[config.mk]
export PLATFORM = sky130hd
export DESIGN_NAME = period_meter
export DESIGN_NICKNAME = d
export VERILOG_FILES = /design/src/rtl/period_meter.sv
export SDC_FILE = /design/constraint.sdc
export NUM_CORES = 1
export LEC_CHECK = 0
export BUFFER_PORTS_ARGS = -buffer_cell sky130_fd_sc_hd__buf_2
export CAP_MARGIN = 25
export CORE_MARGIN = 3
export CORE_UTILIZATION = 35
export CTS_BUF_LIST = sky130_fd_sc_hd__clkbuf_2 sky130_fd_sc_hd__clkbuf_4 sky130_fd_sc_hd__clkbuf_8
export CTS_CLUSTER_SIZE = 30
export DETAILED_ROUTE_END_ITERATION = 10
export GPL_TIMING_DRIVEN = 0
export HOLD_SLACK_MARGIN = 0.06
export PLACE_DENSITY = 0.49
export SLEW_MARGIN = 5
export SYNTH_ARGS = -nofsm -noshare
export SYNTH_HDL_FRONTEND = slang
export SYNTH_SLANG_ARGS = --single-unit
[constraint.sdc]
create_clock -name clk -period 7 [get_ports clk]
set_clock_uncertainty 0.2 [all_clocks]
set_input_delay 1.05 -clock clk [delete_from_list [all_inputs] [get_ports clk]]
set_output_delay 1.05 -clock clk [all_outputs]
set_load 0.02 [all_outputs]
[src/rtl/period_meter.sv]
// period_meter: measures period and high time of a slow square wave in clk cycles.
// Emits a one-cycle meas_valid strobe per completed period and a sticky timeout
// flag when no rising edge arrives within TIMEOUT cycles.
// Optional input glitch filter: define PERIOD_METER_DEBOUNCE_EN (hold length DEB).
module period_meter #(
  parameter int unsigned N       = 30,
  parameter int unsigned TIMEOUT = 50000000,
  parameter int unsigned DEB     = 4
) (
  input  logic         clk,
  input  logic         rs,
  input  logic         sig_in,
  output logic [N-1:0] period,
  output logic [N-1:0] high_time,
  output logic         meas_valid,
  output logic         timeout
);

  typedef enum logic [1:0] {
    ARM,
    WAIT_RISE,
    MEASURE
  } state_t;

  localparam logic [N-1:0] TO_VAL = N'(TIMEOUT);
  localparam logic [N-1:0] ONE    = N'(1);

  logic s1;
  logic s2;
  logic s;
  logic s_d;
  logic rise;
  logic fall;

  // Two-flop synchronizer for the asynchronous input.
  always_ff @(posedge clk or posedge rs) begin
    if (rs) begin
      s1 <= 1'b0;
      s2 <= 1'b0;
    end else begin
      s1 <= sig_in;
      s2 <= s1;
    end
  end

`ifdef PERIOD_METER_DEBOUNCE_EN
  localparam int unsigned DW    = (DEB > 1) ? $clog2(DEB) : 1;
  localparam int unsigned PRIME = DEB + 2;

  logic [DW-1:0] db_cnt;
  logic          s_f;

  // Level filter: follow s2 only after it has held a new value for DEB cycles.
  always_ff @(posedge clk or posedge rs) begin
    if (rs) begin
      db_cnt <= '0;
      s_f    <= 1'b0;
    end else if (s2 == s_f) begin
      db_cnt <= '0;
    end else if (db_cnt == DW'(DEB - 1)) begin
      s_f    <= s2;
      db_cnt <= '0;
    end else begin
      db_cnt <= db_cnt + DW'(1);
    end
  end

  assign s = s_f;
`else
  localparam int unsigned PRIME = 2;

  assign s = s2;
`endif

  // The input path flops come out of reset at 0, so s reads low before it
  // carries a real sample. ARM only trusts s after PRIME cycles have passed;
  // otherwise an input held high through reset would look like a rising edge.
  localparam int unsigned PW = $clog2(PRIME + 1);

  logic [PW-1:0] prime_cnt;
  logic          primed;

  assign primed = (prime_cnt == PW'(PRIME));

  // Counts cycles since reset release until the input path holds real data.
  always_ff @(posedge clk or posedge rs) begin
    if (rs) begin
      prime_cnt <= '0;
    end else if (!primed) begin
      prime_cnt <= prime_cnt + PW'(1);
    end
  end

  // Previous filtered level for edge detection.
  always_ff @(posedge clk or posedge rs) begin
    if (rs) begin
      s_d <= 1'b0;
    end else begin
      s_d <= s;
    end
  end

  assign rise = s & ~s_d;
  assign fall = ~s & s_d;

  state_t       state;
  state_t       state_n;
  logic [N-1:0] cnt;
  logic [N-1:0] cnt_n;
  logic [N-1:0] hi_lat;
  logic [N-1:0] hi_lat_n;
  logic [N-1:0] period_n;
  logic [N-1:0] high_time_n;
  logic         meas_valid_n;
  logic         timeout_n;

  // State, counter and output registers.
  always_ff @(posedge clk or posedge rs) begin
    if (rs) begin
      state      <= ARM;
      cnt        <= '0;
      hi_lat     <= '0;
      period     <= '0;
      high_time  <= '0;
      meas_valid <= 1'b0;
      timeout    <= 1'b0;
    end else begin
      state      <= state_n;
      cnt        <= cnt_n;
      hi_lat     <= hi_lat_n;
      period     <= period_n;
      high_time  <= high_time_n;
      meas_valid <= meas_valid_n;
      timeout    <= timeout_n;
    end
  end

  // Next-state and datapath: a rise in MEASURE takes priority over timeout.
  always_comb begin
    state_n      = state;
    cnt_n        = cnt;
    hi_lat_n     = hi_lat;
    period_n     = period;
    high_time_n  = high_time;
    meas_valid_n = 1'b0;
    timeout_n    = timeout;
    unique case (state)
      ARM: begin
        if (primed && !s) begin
          state_n = WAIT_RISE;
        end
      end
      WAIT_RISE: begin
        if (rise) begin
          cnt_n   = ONE;
          state_n = MEASURE;
        end
      end
      MEASURE: begin
        cnt_n = cnt + ONE;
        if (fall) begin
          hi_lat_n = cnt;
        end
        if (rise) begin
          period_n     = cnt;
          high_time_n  = hi_lat;
          meas_valid_n = 1'b1;
          timeout_n    = 1'b0;
          cnt_n        = ONE;
        end else if (cnt == TO_VAL) begin
          timeout_n = 1'b1;
          cnt_n     = '0;
          state_n   = WAIT_RISE;
        end
      end
      default: begin
        state_n = ARM;
      end
    endcase
  end

endmodule

======== Yosys cells after proc, flatten, opt, wreduce, memory -nomap -nowiden ========
Index checks and enable logic that the tools add are counted.
W data, S select, Z words.
operators by class
  add/subtract/negate cells ............... 2
  equal/unequal tests ..................... 8
  mux-type cells .......................... 13
  bitwise logic cells ..................... 4
  reduce and logical (&&, ||, !) cells .... 10
operator list
  kind                     number
  $mux W30                 3
  $pmux W30 S2             1
  $add A30 B1 Y30 const B  1
  $eq A30 B26 Y1 const B   1
  $mux W2                  4
  $ne A2 B2 Y1 const B     4
  $reduce_and A2 Y1        4
  $pmux W2 S3              1
  $eq A2 B2 Y1 const B     2
  $mux W1                  4
  $reduce_and A4 Y1        1
  $reduce_bool A2 Y1       2
  $add A2 B1 Y2 const B    1
  $and A1 B1 Y1            2
  $eq A2 B1 Y1 const B     1
  $logic_not A2 Y1         1
  $not A1 Y1               2
  $logic_and A1 B1 Y1      1
  $logic_not A1 Y1         1
storage, ports and cells
  register bits ........................... 129
  output and inout port bits .............. 62
  logic and storage cells ................. 48

======== Logic depth before layout (Yosys ltp) ========
  depth in word-level cells ............... 4
  gate-level depth with buffers ........... 9
  gate-level depth less buffers ........... 7

======== Worst setup path after synthesis ========
No wires, ideal clock.
  path kind ............................... register to register
  from .................................... register cnt[0]
  to ...................................... register cnt[19]
  library setup time ...................... 124 ps
  data arrival time ....................... 1,888 ps
  data required time ...................... 6,676 ps
  setup slack ............................. 4,788 ps
  stages on the path, launching flop included .. 9
  buffers on the path ..................... 1
  clock period less this slack ............ 2,212 ps
  path through ............................ dfrtp_1 -> inv_1 -> ha_1 -> nor4b_1 -> nand2_1 -> or4_4 -> buf_6 -> and4_4 -> a211o_1
on the way
  word-level cells in the longest chain between the ends .. 4
  elaborated cells between the ends (all ways) .. 5
RTL lines
  element                                            line      RTL
  start: declaration                                 108       logic [N-1:0] cnt;
  start signal: assignment                           129       cnt <= cnt_n;
  $add A30 B1 Y30 or $eq A30 B26 Y1 (tied branches)  160, 170
  $mux W30 *                                         170       end else if (cnt == TO_VAL) begin
  $mux W30 *                                         164       if (rise) begin
  $pmux W30 S2 *                                     147       unique case (state)
Every way passes the cells marked *; elsewhere a longest branch is shown, timed or not.
A chain may end at the register's enable or synchronous reset.

======== Worst setup path after layout ========
  from .................................... register cnt[0]
  to ...................................... register cnt[27]
The elaborated chain is that of the path after synthesis.

==> results.json <==
{
  "outcome": "finished, final reports clean",
  "clkPwrFrac_pct": 39.0,
  "r2r_end": "cnt[27]",
  "cap_violations": 0,
  "postLayoutCellArea_sq_um": 6560,
  "antenna_found_initial": 0,
  "post_cts_buffers": 0,
  "ir_drop_mv": 0.130,
  "synth_flop_cell": "dfrtp_1",
  "synth_seq_cells": 129,
  "ys_async_sr_fraction_pct": 100,
  "finalWorstSetupSlack_ns": 4.41,
  "worst_r2r_startpoint": "cnt[0]",
  "drt.antenna.violating_nets": 0,
  "fin_crit_ns": 2.59,
  "place.gp.congestion": 0.873,
  "pre_cts_ws_ns": 4.36,
  "switchingPower_mw": 0.437,
  "arrival_ns": 2.67,
  "rows": 45,
  "gr-usage-all-layers_pct": 15.4,
  "start_util_pct": 36.1,
  "timing.fmax_mhz": 386,
  "cp-end-kind": "flop",
  "synth_cell_types": 46,
  "numCtsBuffers": 17,
  "switching_share_pct": 26.8,
  "hold_viol_final": 0,
  "die_w_microns": 132,
  "gr-max-usage-layer": "met2",
  "use_met3_pct": 4.62,
  "final_common_cell": "dfrtp_1",
  "slowest_delay_ns": 0.49,
  "tritoncts": "built",
  "path_clk_slew_ns": 0.07,
  "cts_hold_buf": 0,
  "routed_wl_microns": 12400,
  "grt.met2_usage_pct": 23.5,
  "vias": 3819,
  "path_cells": "inv_1, ha_1, nor4b_1, nand2_1, or4_4, buf_6, nand2_1, o311ai_0",
  "period_share_pct": 37.0,
  "synth_cells": 446,
  "dieArea_sq_um": 17400,
  "num-fill-cells": 1517,
  "antenna_cells": 0,
  "relSlewSlack_pct": 53.4,
  "worstSetupPathType": "reg2reg",
  "required_ns": 7.08,
  "synth_edf_count": 0,
  "clk_latency_ns": 0.44,
  "crit_fanout": 8,
  "routedWlPerCell_microns": 16.5,
  "drc": 0,
  "drt_iter0_drc": 334,
  "pwr-share-comb_pct": 11.3,
  "gr-total-overflow": 0,
  "yosysWarnings": 0,
  "core_sq_um": 15400,
  "power.share.sequential_pct": 49.8,
  "internal_power_mw": 1.19,
  "syn_area_sq_um": 5540,
  "tightest_slew_ns": 0.698,
  "area_growth_pct": 18.3,
  "syn_nets": 452,
  "dp_hpwl_microns": 8410,
  "grt_pass1_wl_microns": 21300,
  "dpl_cell_area_sq_um": 6160,
  "total_power_mw": 1.63,
  "grt_max_degree": 73,
  "crit_path_top_delay_cell": "or4_4",
  "htreeDepth": 4,
  "tns_ns": 0,
  "hold_path_class": "reg2reg",
  "nets": 536,
  "drv_slew": 0,
  "use_met1_pct": 20.5,
  "viasPerCell": 5.07,
  "startpoint": "cnt[0]",
  "drive_gt1_share_pct": 37.6,
  "post_cts_resize_count": 0,
  "leakagePower_nw": 3.29,
  "power.density_nw_per_um2": 249,
  "root_buffer": "clkbuf_8",
  "rsz0062_at_grt": "false",
  "cp_common_cell": "nand2_1",
  "final_cells": 753,
  "synth.yosys.seq_area_share_pct": 58.2,
  "crit_path_end": "cnt[27]",
  "mostFrequentLayoutCells": "dfrtp_1 (129), mux2_2 (90), buf_2 (75)",
  "avgSynthCellArea_sq_um": 12.4,
  "die_h_microns": 132,
  "placed_cells": 722,
  "startpoint_type": "flop",
  "port-buffer-count": 64,
  "grt_pass1_vias": 4042,
  "setup_viol_count_final": 0,
  "boundaryPins": 65,
  "dr.pass1.iters": 4,
  "ff2ff_path_depth": 8,
  "cts.sinks": 129,
  "cts_buffer_depth": 2,
  "r2r_setup_slack_ns": 4.41
}
-- through the flow --
stage          hold slack [ns]  utilization [%]
6_report                 0.147             42.7
2_1_floorplan            0.131                -
3_3_place_gp             0.135             39.9
4_1_cts                  0.151             42.7
3_5_place_dp             0.138             40.1
5_1_grt                  0.160             42.7
-- routing by layer --
metal  up-vias  wire length, microns
met5         -                     0
met4         0                   223
met3        16                   748
met2       106                  5710
met1      1913                  5770
li1       1784                     -
-- state kept, by name (all words and copies together) (netlist names) --
register and count:
cnt 30, hi_lat 30, high_time 30, meas_valid 1
period 30, prime_cnt 2, s 1, s1 1
s_d 1, state 2, timeout 1
-- cell families after synthesis --
| group | Yosys count | synth area share (%) |
|---|---|---|
| adder cells (fa/ha/maj) | 3 | 0.677 |
| multiplexers | 93 | 18.8 |
| flip-flops | 129 | 58.2 |
| AO/OA/AOI/OAI | 33 | 4.02 |
| XOR/XNOR | 6 | 0.948 |
| AND/OR/NAND/NOR | 143 | 14.2 |
| buffers and inverters | 39 | 3.11 |
-- power groups by stage --
| stage | Clock (mW) | Sequential (mW) | Combinational, mW |
|---|---|---|---|
| after floorplan | 0 | 0.832 | 0.113 |
| after global placement | 0 | 0.825 | 0.183 |
| after detailed placement | 0 | 0.826 | 0.188 |
| after CTS | 0.658 | 0.812 | 0.188 |
| after global routing | 0.690 | 0.818 | 0.206 |
| final | 0.635 | 0.811 | 0.184 |
-- layout make-up --
class | instances | area (sq um) | area share [%]
timing repair buffer | 65 | 348 | 5.30
tap | 211 | 264 | 4.03
clock buffer | 22 | 290 | 4.43
multi-input combinational | 278 | 2140 | 32.7
inverter | 7 | 31.3 | 0.477
clock inverter | 9 | 108 | 1.64
sequential | 129 | 3230 | 49.2
buffer | 32 | 146 | 2.23
-- cells in the mapped netlist (2+ instances only) --
| cell type | n | area share (%) |
|---|---|---|
| a211o_1 | 4 | 0.63 |
| a21oi_1 | 5 | 0.45 |
| a31oi_1 | 6 | 0.68 |
| and2_1 | 2 | 0.23 |
| and3_1 | 11 | 1.2 |
| and4_1 | 5 | 0.79 |
| and4_4 | 2 | 0.41 |
| buf_1 | 2 | 0.14 |
| buf_2 | 11 | 0.99 |
| clkbuf_1 | 16 | 1.1 |
| dfrtp_1 | 129 | 58 |
| ha_1 | 3 | 0.68 |
| inv_1 | 7 | 0.47 |
| mux2_2 | 90 | 18 |
| mux2i_1 | 3 | 0.54 |
| nand2_1 | 33 | 2.2 |
| nand2b_1 | 2 | 0.23 |
| nand3_1 | 27 | 2.4 |
| nand3b_1 | 3 | 0.41 |
| nand4_1 | 15 | 1.7 |
| nor2_1 | 12 | 0.81 |
| nor2b_1 | 3 | 0.34 |
| nor3_1 | 7 | 0.63 |
| nor3b_1 | 2 | 0.27 |
| nor4_1 | 3 | 0.34 |
| nor4b_1 | 3 | 0.47 |
| o21ai_0 | 8 | 0.72 |
| or3_1 | 8 | 0.90 |
| or4_1 | 3 | 0.41 |
| xor2_1 | 5 | 0.79 |
-- worst min-delay path by stage --
stage / from / endpoint / slack [ns] / cells after the start
finish: s1 / s / 0.15 / 0
global route: s1 / s / 0.16 / 0
CTS: s1 / s / 0.15 / 0
detailed placement: s1 / s / 0.14 / 0
global placement: s1 / s / 0.14 / 0
floorplan: s1 / s / 0.13 / 0
-- worst max-delay path, delay by kind of cell, from the launching register on --
kind	cells	cell delay, ns
compound gates	1	0.20
flops	1	0.46
buf+inv	2	0.26
simple gates	4	1.18
fa+ha+maj	1	0.14
Power figures use the tool's default switching activity.
